===== src/rtl/seven_seg_pkg.sv =====
// Shared types and the hex-to-segment table for the multiplexed
// seven-segment scanner.
package seven_seg_pkg;

   typedef logic [6:0] seg_t;

   localparam seg_t SEG_BLANK = 7'b0000000;

   // Active-high a..g patterns, bit 6 = a, bit 0 = g, indexed by nibble.
   localparam seg_t HEX_SEG [16] = '{
      7'b1111110, 7'b0110000, 7'b1101101, 7'b1111001,
      7'b0110011, 7'b1011011, 7'b1011111, 7'b1110000,
      7'b1111111, 7'b1110011, 7'b1110111, 7'b0011111,
      7'b1001110, 7'b0111101, 7'b1001111, 7'b1000111
   };

   function automatic int unsigned cnt_width(input int unsigned n);
      return (n <= 2) ? 1 : $clog2(n);
   endfunction

endpackage


===== src/rtl/hex_to_seg.sv =====
// Combinational nibble to active-high segment decoder.
// Uses the package table so there is a single source of the glyphs.
module hex_to_seg
   import seven_seg_pkg::*;
(
   input  logic [3:0] i_nib,
   output seg_t       o_seg
);

   always_comb begin
      o_seg = HEX_SEG[i_nib];
   end

endmodule


===== src/rtl/seven_seg_scanner.sv =====
// Time-multiplexed seven-segment scanner with frame-synchronous
// double-buffered loads, leading-zero suppression and per-digit blanking.
module seven_seg_scanner
   import seven_seg_pkg::*;
#(
   parameter int NUM_DIGITS     = 4,
   parameter int REFRESH_DIV    = 50000,
   parameter int SEG_ACTIVE_LOW = 0,
   parameter int DIG_ACTIVE_LOW = 1
) (
   input  logic                    clk,
   input  logic                    rst,
   input  logic                    load_i,
   input  logic [4*NUM_DIGITS-1:0] value_i,
   input  logic [NUM_DIGITS-1:0]   dp_i,
   input  logic [NUM_DIGITS-1:0]   blank_i,
   input  logic                    lzs_en_i,
   output logic [6:0]              segments_o,
   output logic                    dp_o,
   output logic [NUM_DIGITS-1:0]   digit_en_o,
   output logic                    frame_o,
   output logic                    pending_o
);

   localparam int PW = cnt_width(REFRESH_DIV);
   localparam int IW = cnt_width(NUM_DIGITS);
   localparam int VW = 4 * NUM_DIGITS;

   localparam logic [PW-1:0] PRE_LAST = PW'(REFRESH_DIV - 1);
   localparam logic [PW-1:0] PRE_PEN  = PW'(REFRESH_DIV - 2);
   localparam logic [IW-1:0] IDX_LAST = IW'(NUM_DIGITS - 1);

   localparam seg_t SEG_POL = (SEG_ACTIVE_LOW != 0) ? 7'h7F : 7'h00;
   localparam logic DP_POL  = (SEG_ACTIVE_LOW != 0);
   localparam logic [NUM_DIGITS-1:0] DIG_POL =
      (DIG_ACTIVE_LOW != 0) ? '1 : '0;

   logic [PW-1:0]         r_pre;
   logic [IW-1:0]         r_idx;
   logic [VW-1:0]         r_disp;
   logic [NUM_DIGITS-1:0] r_dp;
   logic [VW-1:0]         r_shadow;
   logic [NUM_DIGITS-1:0] r_shdp;
   logic                  r_pend;
   logic                  r_frame;
   seg_t                  r_seg;
   logic                  r_dpo;
   logic [NUM_DIGITS-1:0] r_en;

   logic                  w_tick;
   logic                  w_wrap;
   logic                  w_frame_nxt;
   logic [3:0]            w_nib;
   logic                  w_dpsel;
   logic [NUM_DIGITS-1:0] w_sel;
   logic [NUM_DIGITS-1:0] w_lead;
   logic                  w_supp;
   logic                  w_blank;
   logic                  w_dark;
   seg_t                  w_seg;

   assign w_tick      = (r_pre == PRE_LAST);
   assign w_wrap      = w_tick && (r_idx == IDX_LAST);
   // frame_o is registered, so flag the wrap one cycle ahead.
   assign w_frame_nxt = (r_pre == PRE_PEN) && (r_idx == IDX_LAST);

   always_ff @(posedge clk) begin
      if (rst) begin
         r_pre   <= '0;
         r_idx   <= '0;
         r_frame <= 1'b0;
      end else begin
         r_frame <= w_frame_nxt;
         if (w_tick) begin
            r_pre <= '0;
            r_idx <= w_wrap ? '0 : r_idx + IW'(1);
         end else begin
            r_pre <= r_pre + PW'(1);
         end
      end
   end

   always_ff @(posedge clk) begin
      if (rst) begin
         r_disp   <= '0;
         r_dp     <= '0;
         r_shadow <= '0;
         r_shdp   <= '0;
         r_pend   <= 1'b0;
      end else if (w_wrap) begin
         r_pend <= 1'b0;
         if (load_i) begin
            r_disp <= value_i;
            r_dp   <= dp_i;
         end else if (r_pend) begin
            r_disp <= r_shadow;
            r_dp   <= r_shdp;
         end
      end else if (load_i) begin
         r_shadow <= value_i;
         r_shdp   <= dp_i;
         r_pend   <= 1'b1;
      end
   end

   always_comb begin
      w_nib   = 4'h0;
      w_dpsel = 1'b0;
      w_sel   = '0;
      for (int i = 0; i < NUM_DIGITS; i++) begin
         if (r_idx == IW'(i)) begin
            w_nib    = r_disp[4*i +: 4];
            w_dpsel  = r_dp[i];
            w_sel[i] = 1'b1;
         end
      end
   end

   // w_lead[i]: every nibble from the top digit down to i is zero.
   always_comb begin
      logic w_run;
      w_run  = 1'b1;
      w_lead = '0;
      for (int i = NUM_DIGITS - 1; i >= 0; i--) begin
         w_run     = w_run & (r_disp[4*i +: 4] == 4'h0);
         w_lead[i] = w_run;
      end
   end

   assign w_supp  = lzs_en_i && (r_idx != '0) && |(w_lead & w_sel);
   assign w_blank = |(blank_i & w_sel);
   assign w_dark  = w_supp || w_blank;

   hex_to_seg u_dec (
      .i_nib (w_nib),
      .o_seg (w_seg)
   );

   always_ff @(posedge clk) begin
      if (rst) begin
         r_seg <= SEG_POL;
         r_dpo <= DP_POL;
         r_en  <= DIG_POL;
      end else begin
         r_seg <= (w_dark ? SEG_BLANK : w_seg) ^ SEG_POL;
         r_dpo <= (w_dark ? 1'b0 : w_dpsel) ^ DP_POL;
         r_en  <= (w_dark ? '0 : w_sel) ^ DIG_POL;
      end
   end

   assign segments_o = r_seg;
   assign dp_o       = r_dpo;
   assign digit_en_o = r_en;
   assign frame_o    = r_frame;
   assign pending_o  = r_pend;

endmodule


===== config.mk =====
export PLATFORM = sky130hd
export DESIGN_NAME = seven_seg_scanner
export DESIGN_NICKNAME = d
export VERILOG_FILES = /design/src/rtl/seven_seg_pkg.sv /design/src/rtl/hex_to_seg.sv /design/src/rtl/seven_seg_scanner.sv
export SDC_FILE = /design/constraint.sdc
export NUM_CORES = 1
export LEC_CHECK = 0
export BUFFER_PORTS_ARGS = -buffer_cell sky130_fd_sc_hd__buf_2
export CELL_PAD_IN_SITES_DETAIL_PLACEMENT = 2
export CELL_PAD_IN_SITES_GLOBAL_PLACEMENT = 2
export CORE_AREA = 2 2 90 109
export DETAILED_ROUTE_END_ITERATION = 7
export DIE_AREA = 0 0 92 111
export GPL_TIMING_DRIVEN = 0
export PLACE_DENSITY = 0.94
export SETUP_SLACK_MARGIN = 0.05
export SLEW_MARGIN = 20
export SYNTH_ARGS = -nofsm -noshare
export SYNTH_HDL_FRONTEND = slang
export SYNTH_SLANG_ARGS = --single-unit

===== constraint.sdc =====
create_clock -name clk -period 5.9 [get_ports clk]
set_input_delay 0.885 -clock clk [delete_from_list [all_inputs] [get_ports clk]]
set_output_delay 0.885 -clock clk [all_outputs]
set_load 0.01 [all_outputs]

==> results of run 1 <==
-- worst min-delay path: stages, from the launching register on --
cell and delay [ps]:
dfxtp_1 310, nand2_1 50, a21oi_1 50
-- cell type report --
type,count,area (um2),share of cell area
multi-input cells,274,1830,0.450
clock buffers,12,267,0.0655
inverters,10,37.5,0.00922
repair buffers,40,200,0.0492
plain buffers,22,98.8,0.0243
clock inverters,3,40.0,0.00983
well taps,123,154,0.0378
flip-flops and latches,72,1440,0.354
-- per-stage QoR --
stage	util	cell area (um2)	total power (uW)	hold slack (ps)
2_1_floorplan	-	3410	555	436
3_3_place_gp	0.406	3760	580	441
3_5_place_dp	0.406	3760	585	453
4_1_cts	0.439	4070	1160	461
5_1_grt	0.439	4070	1190	494
6_report	0.439	4070	1150	458
-- cell families after synthesis --
family          Yosys count  share of synthesized area
flops                    72                      0.423
xor+xnor                 13                     0.0334
buf+inv                  32                     0.0400
fa+ha+maj                13                     0.0477
compound gates           75                      0.180
simple gates            152                      0.214
mux                      21                     0.0616
-- cells in the final DEF (no fill, tap or decap), drive strengths merged, types with 10 or more instances in the layout --
master	Yosys	layout
nor2	49	49
clkbuf	12	24
nand2	57	57
buf	10	50
mux2i	21	21
ha	13	13
a211oi	24	24
a21oi	28	28
inv	10	10
dfxtp	72	72
-- per-layer routing --
metal / GRT usage / part of all wire / vias up
li1: - / - / 1427
met1: 0.285 / 0.41 / 1499
met2: 0.429 / 0.52 / 80
met3: 0.0659 / 0.045 / 26
met4: 0.0915 / 0.024 / 0
met5: 0 / 0 / -
-- report_power, final --
group	internal [uW]	switching [uW]
registers	499	7.92
clock network	358	212
logic	25.9	44.4
total	883	264
-- sequential cells by signal, summed over array words and instances, names as in the netlist, 2 cells and up --
register,cells
digit_en_o,4
r_disp,16
r_dp,4
r_idx,2
r_pre,16
r_shadow,16
r_shdp,4
segments_o,7
-- how the worst max path moves through the flow --
stage / startpoint / endpoint / slack, ps / cells past startpoint
3_5_place_dp: r_idx[0] / segments_o[3] / 2950 / 9
5_1_grt: r_idx[0] / segments_o[6] / 2490 / 9
6_report: r_idx[0] / segments_o[6] / 2690 / 9
4_1_cts: r_idx[0] / segments_o[6] / 2750 / 9
3_3_place_gp: r_idx[0] / segments_o[6] / 3110 / 9
2_1_floorplan: r_idx[0] / segments_o[3] / 3580 / 9
==> metrics.txt, run 1 <==
H-tree Lvls 3; post-layout min period roughly 3200 ps; Seq/Total Area, Yosys 0.423; initial antenna violation count 0; Slew HR 0.317; Post-synth EDFFs 0; number of global-route vias before repair between 3000 and 4000; Mapped Cells 378; mean post-synth cell area 9.02 um2; most area-hungry cell type in the Yosys netlist dfxtp_1; # hold bufs at CTS 0; worst reg2reg startpoint r_idx[0]; PostCTS Resize Cnt 0; Die W about 90 um; peak supply drop approximately 0.19 mV; Worst path top cell family by delay compound AO/OA/AOI/OAI gates; slowest stage cell on the critical path o31ai_1; io pins 42; worst r2r dst segments_o[6]; run status finished clean; clk sinks 72; Required @ worst endpoint 6190 ps; ys flop type dfxtp_1; Yosys reg bits a little over 70; Iter 0 DRT Violations approximately 120; fin worst setup slack about 2700 ps; die extent in y roughly 110 um; Clk Latency, worst-skew pair approximately 340 ps; crit path DAT ~3500 ps; Max-cap violations 0; reg-to-reg slack, setup approximately 2700 ps; first-pass GRT wire length ~19 mm; CTS root buf clkbuf_16; hold path depth 2; setup bufs post-CTS 0; worst-margin pin slew ~1000 ps; syn_nets between 400 and 500; final hold vios 0; post-route ant nets 0; hold path startpoint r_shdp[2]; power density cells approximately 280 nW/um2; Crit Path Max Fanout 7; CP Launch Type flop; hold crit path type flop to flop; Setup TNS Final 0 ps; CTS Buffer Depth 2; leakage power 0.00159 uW; IO buf count 40; largest net degree at the start of global routing 12; starting density of the core 0.368; die area 10200 um2; Core Area roughly 9000 um2; Antenna Cells 0; Fillers about 1000; CTS tree done; post-route insts no fill roughly 560; Max Fclk between 0.3 and 0.4 GHz; synth unique cells between 40 and 50; drc violations 0; Synth Warn # 0; nets between 400 and 500; CP Cell Sequence inv_1, ha_1, nor2b_1, a221oi_1, o31ai_1, inv_1, ha_1, nor3_1, o31a_1; Pre-antenna DRT Iters 4; clk_skew 5.39 ps; area of the mapped netlist around 3400 um2; cts bufs inserted 9; Post-synth ARST share 0; R2R depth 9; Final Max Slew Viols 0; count leader, synth dfxtp_1; fraction of layout cells with a size suffix above 1 0.208; Post-DP HPWL roughly 7.8 mm; crit path buf inv count 2; vias per cell ~5.5; Worst Hold End r_shdp[2]; Crit. End Element flop; synth top area cells dfxtp_1 (42%), a211oi_2 (7.3%), nand2_1 (6.3%); gr ovfl total 0; post-place setup slack a little under 3000 ps; post-placement cell count 541; GP Congestion 0.742; Total Routing Usage GR 0.246; RSZ-0062 raised after global routing false; Crit path largest cell delay 840 ps; Routed WL ~12 mm; Synth-to-Final Area Change 19.4%; Via Count between 3000 and 4000; clock-pin slew on the worst setup and hold paths 60 ps; critical path type flop to flop; final worst-path cycle share 0.545; Rows 39; Setup Viol. Count Final 0; Commonest cells post-synth dfxtp_1 (72), nand2_1 (57), nor2_1 (49); post-DR wirelength/cell roughly 21 um; post-synth top area share 0.423
Power figures use the tool's default switching activity.
==> inputs of run 2 (changes only) <==
CORE_AREA = 2 2 94 114   (was 2 2 90 109)
DIE_AREA = 0 0 96 116   (was 0 0 92 111)
PLACE_DENSITY = 0.88   (was 0.94)
clock period = 3.3 ns   (was 5.9 ns; I/O delays follow)
==> run 2 against run 1 <==
Sequential share of layout area is 0.17 points higher. Count of clock-buffer cells in the layout is 1 lower. First-iteration DRC count is 24% lower. Worst setup slack worse by 2400 ps. Combinational power is 70% higher. Flip-flop and latch count stayed put. Die area is 9.0% higher. Clock skew is 2.8 ps higher. Clock power is 67% higher. Cell count stayed put.
==> metrics.txt, run 2 (synthesis results as in run 1) <==
initial antenna violation count 0; clock-pin slew on the worst setup and hold paths approximately 50 ps; Post-DP HPWL roughly 7.3 mm; Final Max Slew Viols 0; Pre-antenna DRT Iters 4; leakage power roughly 0.0016 uW; final worst-path cycle share 0.907; cts bufs inserted 9; leading cell type in the layout, fill and taps excluded dfxtp_1; worst-margin pin slew 1020 ps; Slew HR 0.320; hold path depth 3; crit path DAT 3210 ps; Clk Latency, worst-skew pair around 330 ps; hold slack final 409 ps; post-route ant nets 0; GP Congestion slightly above 0.8; clk_skew approximately 8.2 ps; Crit. End Element flop; post-layout min period roughly 3000 ps; CTS root buf clkbuf_16; Rows 40; drc violations 0; final hold vios 0; setup bufs post-CTS 0; Antenna Cells 0; die area about 11000 um2; CP Launch Type flop; Via Count between 2000 and 3000; Final Power roughly 2000 uW; power density cells about 490 nW/um2; PostCTS Resize Cnt 0; R2R depth 10; CTS tree done; Setup TNS Final 0 ps; commonest non-fill, non-tap cells in the layout dfxtp_1 (72), nand2_1 (57), nor2_1 (49); Synth-to-Final Area Change 18.8%; gr ovfl total 0; H-tree Lvls 3; largest net degree at the start of global routing 11; CTS Buffer Depth 2; Routed WL around 10 mm; fin worst setup slack between 300 and 400 ps; hold path startpoint value_i[0]; Die W 96 um; Iter 0 DRT Violations a little under 90; CP Launch Point r_idx[0]; Core Area ~10000 um2; Total Routing Usage GR 0.190; number of global-route vias before repair approximately 3300; RSZ-0062 raised after global routing false; Crit Path Max Fanout 10; # hold bufs at CTS 0; die extent in y about 120 um; Util after Layout 0.407; biggest regs r_disp: 16 flops, r_pre: 16 flops, r_shadow: 16 flops; vias per cell approximately 5.4; run status finished clean; Max-cap violations 0; Required @ worst endpoint 3520 ps; peak supply drop roughly 0.22 mV; IO buf count 40; starting density of the core 0.342; worst reg2reg startpoint r_idx[0]; critical path type flop to flop; post-DR wirelength/cell roughly 18 um; Max Fclk about 0.33 GHz; clk sinks 72; reg-to-reg slack, setup 310 ps; io pins 42; fraction of layout cells with a size suffix above 1 0.202; nets 470; worst r2r dst segments_o[1]; Setup Viol. Count Final 0; post-place setup slack ~350 ps; Worst Hold End r_shadow[0]; hold crit path type input port to flop; first-pass GRT wire length approximately 16 mm
-- run 2: cell type report --
type | count | area, um2
buffer | 22 | 98.8
fill | 1125 | 5910
clock buffer | 11 | 253
clock inverter | 1 | 30.0
multi-input combinational | 274 | 1830
tap | 126 | 158
timing repair buffer | 40 | 200
inverter | 10 | 37.5
sequential | 72 | 1440
-- run 2: worst max-delay path by stage --
stage	endpoint	slack [ps]	depth (start not counted)
detailed placement	segments_o[3]	350	9
global placement	segments_o[3]	520	9
floorplan	segments_o[3]	980	9
CTS	segments_o[1]	270	10
finish	segments_o[1]	310	10
global route	segments_o[1]	50	10
-- run 2: critical path, cell delays in order, from the launching register on --
cell,delay (ps)
dfxtp_1,350
inv_1,100
ha_1,230
clkbuf_1,380
a221oi_1,140
o31ai_1,740
inv_1,240
ha_1,260
nor2_1,140
o21ai_0,90
and3_1,190
-- run 2: metal layers --
| layer | track usage | routed length, um | part of all wire | vias to the layer above |
|---|---|---|---|---|
| li1 | - | - | - | 1417 |
| met1 | 0.200 | 3870 | 0.40 | 1487 |
| met2 | 0.356 | 5380 | 0.55 | 50 |
| met3 | 0.0351 | 278 | 0.028 | 22 |
| met4 | 0.0876 | 263 | 0.027 | 0 |
| met5 | 0 | 0 | 0 | - |
-- run 2: through the flow --
stage                     area, um2  std cells
after CTS                      4050        556
after global placement         3770        544
after floorplan                3410        378
after detailed placement       3770        544
final                          4050        556
after global routing           4050        556
-- run 2: where the power goes --
part / internal (uW) / switching, uW
clock: 609 / 343
combinational: 46.1 / 73.9
sequential: 892 / 12.6
total: 1550 / 430
